$ cat config.mk
export PLATFORM = sky130hd
export DESIGN_NAME = lc3_controller
export DESIGN_NICKNAME = d
export VERILOG_FILES = /design/src/rtl/lc3_controller.sv
export SDC_FILE = /design/constraint.sdc
export NUM_CORES = 1
export LEC_CHECK = 0
export BUFFER_PORTS_ARGS = -buffer_cell sky130_fd_sc_hd__buf_2
export CAP_MARGIN = 5
export CORE_MARGIN = 2
export CORE_UTILIZATION = 47
export CTS_CLUSTER_SIZE = 16
export DETAILED_ROUTE_END_ITERATION = 12
export PLACE_DENSITY_LB_ADDON = 0.2
export SLEW_MARGIN = 20
export SYNTH_ARGS = -nofsm -noshare
export SYNTH_HDL_FRONTEND = slang
export SYNTH_SLANG_ARGS = --single-unit
$ cat constraint.sdc
create_clock -name clk -period 1.75 [get_ports clk]
set_clock_uncertainty 0.05 [all_clocks]
set_input_delay 0.0875 -clock clk [delete_from_list [all_inputs] [get_ports clk]]
set_output_delay 0.0875 -clock clk [all_outputs]
set_load 0.05 [all_outputs]
$ cat src/rtl/lc3_controller.sv
// Multicycle fetch/decode/execute control FSM for the LC-3 core.
// Moore outputs decoded from state and ir; memory states dwell 1+MEM_WAIT cycles.
module lc3_controller #(
  parameter int unsigned MEM_WAIT = 0
) (
  input  logic        clk,
  input  logic        reset,
  input  logic [15:0] ir,
  input  logic        n_flag,
  input  logic        z_flag,
  input  logic        p_flag,
  output logic        ld_pc,
  output logic        ld_ir,
  output logic        ld_mar,
  output logic        ld_mdr,
  output logic        ld_reg,
  output logic        ld_cc,
  output logic        en_pc,
  output logic        en_marmux,
  output logic        en_mdr,
  output logic        en_alu,
  output logic        memwe,
  output logic [1:0]  sel_pcmux,
  output logic        sel_addr1,
  output logic [1:0]  sel_addr2,
  output logic        sel_marmux,
  output logic        sel_sr1,
  output logic        sel_dr,
  output logic        sel_mdr,
  output logic [1:0]  alu_k,
  output logic        instr_done,
  output logic        illegal_op,
  output logic [4:0]  state
);

  localparam logic [3:0] OpBr   = 4'h0;
  localparam logic [3:0] OpAdd  = 4'h1;
  localparam logic [3:0] OpLd   = 4'h2;
  localparam logic [3:0] OpSt   = 4'h3;
  localparam logic [3:0] OpJsr  = 4'h4;
  localparam logic [3:0] OpAnd  = 4'h5;
  localparam logic [3:0] OpLdr  = 4'h6;
  localparam logic [3:0] OpStr  = 4'h7;
  localparam logic [3:0] OpRti  = 4'h8;
  localparam logic [3:0] OpNot  = 4'h9;
  localparam logic [3:0] OpLdi  = 4'hA;
  localparam logic [3:0] OpSti  = 4'hB;
  localparam logic [3:0] OpJmp  = 4'hC;
  localparam logic [3:0] OpIoe  = 4'hD;
  localparam logic [3:0] OpLea  = 4'hE;
  localparam logic [3:0] OpTrap = 4'hF;

  localparam logic [2:0] WaitLast = 3'(MEM_WAIT);

  typedef enum logic [4:0] {
    StFetch0 = 5'd0,
    StFetch1 = 5'd1,
    StFetch2 = 5'd2,
    StDecode = 5'd3,
    StAlu    = 5'd4,
    StBr     = 5'd5,
    StJmp    = 5'd6,
    StJsr0   = 5'd7,
    StJsr1   = 5'd8,
    StLea    = 5'd9,
    StAddr   = 5'd10,
    StRd     = 5'd11,
    StInd    = 5'd12,
    StRd2    = 5'd13,
    StWb     = 5'd14,
    StMdrSr  = 5'd15,
    StStore  = 5'd16
  } state_e;

  state_e     state_q, state_d;
  logic [2:0] wait_q, wait_d;

  logic [3:0] opcode;
  logic       mem_state;
  logic       mem_last;
  logic       br_taken;
  logic       is_illegal;
  logic       unused_ir_bits;

  assign opcode     = ir[15:12];
  assign mem_state  = (state_q == StFetch1) || (state_q == StRd) ||
                      (state_q == StRd2) || (state_q == StStore);
  assign mem_last   = (wait_q == WaitLast);
  assign br_taken   = (ir[11] & n_flag) | (ir[10] & z_flag) | (ir[9] & p_flag);
  assign is_illegal = (opcode == OpRti) || (opcode == OpIoe) || (opcode == OpTrap);
  // Offsets and register fields are consumed by the datapath, not here.
  assign unused_ir_bits = ^ir[8:0];

  always_ff @(posedge clk or posedge reset) begin
    if (reset) begin
      state_q <= StFetch0;
      wait_q  <= 3'd0;
    end else begin
      state_q <= state_d;
      wait_q  <= wait_d;
    end
  end

  always_comb begin
    state_d = state_q;
    wait_d  = 3'd0;
    if (mem_state && !mem_last) begin
      wait_d = wait_q + 3'd1;
    end else begin
      case (state_q)
        StFetch0: state_d = StFetch1;
        StFetch1: state_d = StFetch2;
        StFetch2: state_d = StDecode;
        StDecode: begin
          case (opcode)
            OpAdd, OpAnd, OpNot:               state_d = StAlu;
            OpBr:                              state_d = StBr;
            OpJmp:                             state_d = StJmp;
            OpJsr:                             state_d = StJsr0;
            OpLea:                             state_d = StLea;
            OpLd, OpLdr, OpLdi, OpSt, OpStr, OpSti: state_d = StAddr;
            default:                           state_d = StFetch0;
          endcase
        end
        StJsr0:   state_d = StJsr1;
        StAddr:   state_d = (opcode == OpSt || opcode == OpStr) ? StMdrSr : StRd;
        StRd:     state_d = (opcode == OpLdi || opcode == OpSti) ? StInd : StWb;
        StInd:    state_d = StRd2;
        StRd2:    state_d = (opcode == OpSti) ? StMdrSr : StWb;
        StMdrSr:  state_d = StStore;
        default:  state_d = StFetch0;
      endcase
    end
  end

  always_comb begin
    ld_pc      = 1'b0;
    ld_ir      = 1'b0;
    ld_mar     = 1'b0;
    ld_mdr     = 1'b0;
    ld_reg     = 1'b0;
    ld_cc      = 1'b0;
    en_pc      = 1'b0;
    en_marmux  = 1'b0;
    en_mdr     = 1'b0;
    en_alu     = 1'b0;
    memwe      = 1'b0;
    sel_pcmux  = 2'b00;
    sel_addr1  = 1'b0;
    sel_addr2  = 2'b00;
    sel_marmux = 1'b0;
    sel_sr1    = 1'b0;
    sel_dr     = 1'b0;
    sel_mdr    = 1'b0;
    alu_k      = 2'b00;
    instr_done = 1'b0;
    illegal_op = 1'b0;
    state      = 5'd0;
    // Reset overrides the decode so nothing leaks from an abandoned instruction.
    if (!reset) begin
      state = state_q;
      case (state_q)
        StFetch0: begin
          en_pc  = 1'b1;
          ld_mar = 1'b1;
          ld_pc  = 1'b1;
        end
        StFetch1, StRd, StRd2: begin
          ld_mdr  = mem_last;
          sel_mdr = mem_last;
        end
        StFetch2: begin
          en_mdr = 1'b1;
          ld_ir  = 1'b1;
        end
        StDecode: begin
          illegal_op = is_illegal;
          instr_done = is_illegal;
        end
        StAlu: begin
          en_alu     = 1'b1;
          ld_reg     = 1'b1;
          ld_cc      = 1'b1;
          instr_done = 1'b1;
          case (opcode)
            OpAnd:   alu_k = 2'b01;
            OpNot:   alu_k = 2'b10;
            default: alu_k = 2'b00;
          endcase
        end
        StBr: begin
          instr_done = 1'b1;
          if (br_taken) begin
            ld_pc     = 1'b1;
            sel_pcmux = 2'b10;
            sel_addr2 = 2'b10;
          end
        end
        StJmp: begin
          ld_pc      = 1'b1;
          sel_pcmux  = 2'b10;
          sel_addr1  = 1'b1;
          instr_done = 1'b1;
        end
        StJsr0: begin
          en_pc  = 1'b1;
          ld_reg = 1'b1;
          sel_dr = 1'b1;
        end
        StJsr1: begin
          // BaseR is read after R7 was written, so JSRR R7 uses the new link value.
          ld_pc      = 1'b1;
          sel_pcmux  = 2'b10;
          instr_done = 1'b1;
          if (ir[11]) begin
            sel_addr2 = 2'b11;
          end else begin
            sel_addr1 = 1'b1;
          end
        end
        StLea: begin
          en_marmux  = 1'b1;
          sel_marmux = 1'b1;
          sel_addr2  = 2'b10;
          ld_reg     = 1'b1;
          instr_done = 1'b1;
        end
        StAddr: begin
          en_marmux  = 1'b1;
          sel_marmux = 1'b1;
          ld_mar     = 1'b1;
          if (opcode == OpLdr || opcode == OpStr) begin
            sel_addr1 = 1'b1;
            sel_addr2 = 2'b01;
          end else begin
            sel_addr2 = 2'b10;
          end
        end
        StInd: begin
          en_mdr = 1'b1;
          ld_mar = 1'b1;
        end
        StWb: begin
          en_mdr     = 1'b1;
          ld_reg     = 1'b1;
          ld_cc      = 1'b1;
          instr_done = 1'b1;
        end
        StMdrSr: begin
          en_alu  = 1'b1;
          alu_k   = 2'b11;
          sel_sr1 = 1'b1;
          ld_mdr  = 1'b1;
        end
        StStore: begin
          memwe      = mem_last;
          instr_done = mem_last;
        end
        default: ;
      endcase
    end
  end

endmodule
# Yosys cells after proc, flatten, opt, wreduce, memory -nomap -nowiden
# Memory sizes are Yosys's and may differ from the RTL's.
# Index checks and enable logic that the tools add are counted.
# Widths: inputs -> output; s select.
classes:
  n_addsub: 1
  n_eq_ne: 26
  n_mux: 53
  bitwise: 5
  n_reduce_logical: 23
ops:
  columns: ["operator", "n"]
  rows:
  - ["$pmux 5 s10", 1]
  - ["$eq 5x4->1 const B", 8]
  - ["$mux 1", 34]
  - ["$eq 4x4->1 const B", 6]
  - ["$eq 5x3->1 const B", 4]
  - ["$mux 2", 7]
  - ["$eq 4x3->1 const B", 3]
  - ["$pmux 2 s2", 3]
  - ["$reduce_or 3->1", 4]
  - ["$eq 5x2->1 const B", 2]
  - ["$reduce_or 2->1", 5]
  - ["$logic_or 1x1->1", 8]
  - ["$pmux 2 s4", 1]
  - ["$mux 3", 2]
  - ["$pmux 1 s3", 2]
  - ["$reduce_or 6->1", 1]
  - ["$eq 5x1->1 const B", 1]
  - ["$eq 5x5->1 const B", 1]
  - ["$logic_not 5->1", 1]
  - ["$mux 5", 1]
  - ["$eq 4x2->1 const B", 1]
  - ["$pmux 1 s2", 2]
  - ["$reduce_or 4->1", 1]
  - ["$add 3x1->3 const B", 1]
  - ["5 further kinds", 8]
totals:
  reg_bits: 8
  rom_bits: 64
  input_bits: 21
  elab_cells: 111
  mem_count: 1
mem_list:
  columns: ["memory", "words", "word_bits", "rd", "rd_ports_with_merged_regs", "write_ports", "line_no", "source"]
  rows:
  - ["(name not given)", 16, 4, 1, 0, 0, "115", "case (opcode)"]

# Longest topological paths before layout
logic_depth:
  depth_word: 6
  ltp_mapped: 6
  mapped_depth_nobuf: 6

# Worst setup path before layout
# No wires, ideal clock.
synth_path:
  path_kind: "reg2out"
  start: "register state_q[2]"
  end: "output port sel_marmux"
  arrival_time_ns: 2.454
  required_time_ns: 1.612
  slack_ns: -0.842
  path_stages_with_launch: 7
  path_cell_list: "dfrtp_1 > buf_2 > buf_2 > nor2_1 > nand2_1 > nor3_1 > buf_4"
synth_via:
  elab_chain_cells: 4
  elab_cells_between_ends: 5
synth_rtl:
  columns: ["element", "line_no", "source"]
  rows:
  - ["start, declared", "75", "state_e state_q, state_d;"]
  - ["start signal, assigned", "96", "state_q <= StFetch0;"]
  - ["start signal, assigned", "99", "state_q <= state_d;"]
  - ["$eq 5x4->1", null, null]
  - ["$reduce_or 2->1 (no line) *", null, null]
  - ["$mux 1 * (2 in series)", null, null]
  - ["end, declared", "26", "output logic sel_marmux,"]
# Every way passes the cells marked *; elsewhere a longest branch is shown, timed or not.

# Worst setup path in the final report
layout_path:
  start: "register state_q[1]"
  end: "output port instr_done"
layout_via:
  elab_chain_cells: 4
  elab_cells_between_ends: 11
layout_rtl:
  columns: ["element", "line_no", "source"]
  rows:
  - ["$eq 5x4->1 or $eq 5x3->1 (tied branches)", "162", "case (state_q)"]
  - ["$reduce_or 6->1 (no line)", null, null]
  - ["$pmux 1 s3 *", "162", null]
  - ["$mux 1 *", "160", "if (!reset) begin"]
  - ["end, declared", "31", "output logic instr_done,"]
# Marks and branches as above.

==> impl_metrics.json <==
{
  "viasPerCell": 6.65,
  "cp-end-kind": "output pin",
  "synthArstFlopShare_pct": 100,
  "multiInputGateArea_sq_um": 1070,
  "synthCells": 158,
  "final_cell_mix": "buf_4, buf_6, buf_2, nor2_1, nand2b_1",
  "wl_per_cell_microns": 22.3,
  "ys.flop_type": "dfrtp_1",
  "cts.sinks": 8,
  "drive_gt1_share_pct": 60.8,
  "power_frac_seq_pct": 7.9,
  "die_area_sq_um": 2830,
  "synthDistinctLibCells": 53,
  "grt_usage_pct": 32.0,
  "syn_to_final_growth_pct": 81.1,
  "cts_max_path_buffers": 2,
  "ys_warn_count": 0,
  "num_rows": 17,
  "final_max_slew_viol_count": 0,
  "overflow": 0,
  "h-tree-depth": 1,
  "ir_drop_v": 0.00140,
  "cap_violations": 0,
  "first_global_vias": 1404,
  "grt_start_max_net_pins": 18,
  "hold_violations": 0,
  "syn-num-nets": 181,
  "seq_area_frac_synth_pct": 17.6,
  "violations": "setup timing",
  "ant_nets": 0,
  "dr_wl_met3_microns": 796,
  "fin_cells": 261,
  "status": "complete, but fails checks",
  "max_freq_mhz": 506,
  "antenna_found_initial": 1,
  "io_buffers": 39,
  "p_leak_nw": 0.954,
  "cts_buffers": 3,
  "min_path_type": "in -> async",
  "min_period_ns": 1.98,
  "routed_wl_microns": 5820,
  "num_vias": 1736,
  "dpl_cell_area_sq_um": 1640,
  "synth-seq-cells": 8,
  "pwr-share-clk_pct": 3.7,
  "internal_power_w": 0.00160,
  "fillers": 81,
  "met1_length_microns": 1970,
  "drt_pass1_iterations": 5,
  "dp.cells": 242,
  "synth_area_sq_um": 1140,
  "grt_pass1_wl_microns": 6640,
  "clockRootBuffer": "clkbuf_4",
  "final_common_cell": "buf_4",
  "synth.avg_cell_area_sq_um": 7.20,
  "drt_iter0_markers": 126,
  "path_class": "reg -> out",
  "layout_setup_ws_ns": -0.226,
  "drc": 0,
  "power.total_w": 0.00364,
  "clkLatencyLatePin_ns": 0.24,
  "fp.coreArea_sq_um": 2250,
  "final_area_sq_um": 2060,
  "final_core_util_pct": 91.3,
  "cts_tree": "done",
  "synth_edf_count": 0,
  "die_x_microns": 53.2,
  "required_ns": 1.61,
  "routed-wl-met2_microns": 2660,
  "place.gp.congestion": 0.958,
  "power_density_nw_per_um2": 1770,
  "seq_area_sq_um": 203,
  "finalNetCount": 257,
  "grt_setup_unrepaired": "true",
  "die_h_microns": 53.2,
  "critPathArrivalTime_ns": 1.84,
  "crit_fanout": 9,
  "power_frac_comb_pct": 88.5,
  "hpwl_microns": 2900,
  "setup_viol_count_final": 23,
  "clkTransAtPathRegs_ns": 0.05,
  "startpoint_type": "flip-flop",
  "p_switching_w": 0.00204,
  "floorplan.initialDensity_pct": 50.4,
  "post-route-period-util_pct": 113,
  "p_sw_share_pct": 56.0,
  "cts_hold_buf": 0,
  "highest_layer": "met4",
  "io_pins": 50
}
## cell families after synthesis
| kind of cell | count (synthesis) | share of synthesized area, % |
|---|---|---|
| flip-flops | 8 | 17.6 |
| adder cells (fa/ha/maj) | 2 | 2.20 |
| buffers and inverters | 21 | 8.80 |
| XOR/XNOR | 6 | 4.62 |
| multiplexers | 1 | 0.990 |
| other | 1 | 0.330 |
| AND/OR/NAND/NOR | 82 | 40.7 |
| AO/OA/AOI/OAI | 37 | 24.8 |
## area by class of cell
type	count	share of cell area, %
antenna	1	0.122
clock buffer	3	1.09
inverter	7	1.34
multi-input combinational	129	51.9
sequential	8	9.84
tap	28	1.70
timing repair buffer	85	34.0
## synth_stat cells, drive strengths merged, types with 2 or more instances
library cell	instances	area, sq um
a311oi	2	17.5
clkbuf	3	11.3
o21ai	7	35.0
nand3	8	40.0
nor3	9	45.0
nor2b	5	31.3
nand2	10	37.5
ha	2	25.0
a211oi	3	22.5
a31oi	2	12.5
o31ai	2	28.8
nor2	17	63.8
buf	11	62.6
and3b	2	17.5
clkinv	2	7.51
a221oi	2	17.5
inv	5	18.8
o32ai	2	17.5
and3	4	25.0
xnor2	2	17.5
a21oi	7	38.8
nand2b	11	68.8
dfrtp	8	200
xor2	4	35.0
nor3b	3	22.5
or3	2	12.5
## metrics by stage
step	worst slack [ns]	hold WS, ns	setup TNS, ns
after floorplan	-0.255	-0.110	-1.02
final	-0.226	0.0521	-2.93
after global routing	-0.345	0.0852	-4.11
after global placement	-0.00535	0.256	-0.00535
after detailed placement	-0.0241	0.263	-0.0426
after CTS	-0.135	0.00602	-1.08
## power groups by stage
stage                     combinational, W  sequential [W]  clock [W]
after floorplan                    0.00169        0.000271          0
after global placement             0.00230        0.000268          0
after detailed placement           0.00235        0.000270          0
after CTS                          0.00262        0.000273   0.000137
after global routing               0.00335        0.000289   0.000145
final                              0.00322        0.000286   0.000133
## layer usage
metal	GRT usage [%]	up-vias
li1	-	718
met1	40.1	780
met2	53.5	186
met3	6.50	52
met4	12.4	0
met5	0	-
## sequential cells by signal, indices dropped and copies added (netlist names)
| name | flops |
|---|---|
| state_q | 5 |
| wait_q | 3 |
## worst paths after layout
path	startpoint	endpoint	slack (ns)	cells after the start
worst min register to register	wait_q[0]	wait_q[0]	0.54	2
max in group asynchronous	reset	state_q[2]	1.44	4
worst max-delay path	state_q[1]	instr_done	-0.23	6
min in group clk	ir[15]	state_q[2]	0.39	4
worst min-delay path	reset	wait_q[2]	0.05	4
worst max register to register	state_q[3]	wait_q[1]	-0.13	6
## critical path, cell delays in order, from the launching register on
cell and delay [ns]:
dfrtp_1 0.41, buf_4 0.21, clkinv_2 0.17, a31oi_4 0.17, nor3_2 0.06, a311o_2 0.40, buf_8 0.16
## repair_timing
item	CTS	global route
cloned	0	0
gates resized for setup	49	43
setup buffers	5	10
pin swaps	11	9
setup endpoints to repair	23	29
Note: power is estimated with default switching activity, not from simulation.
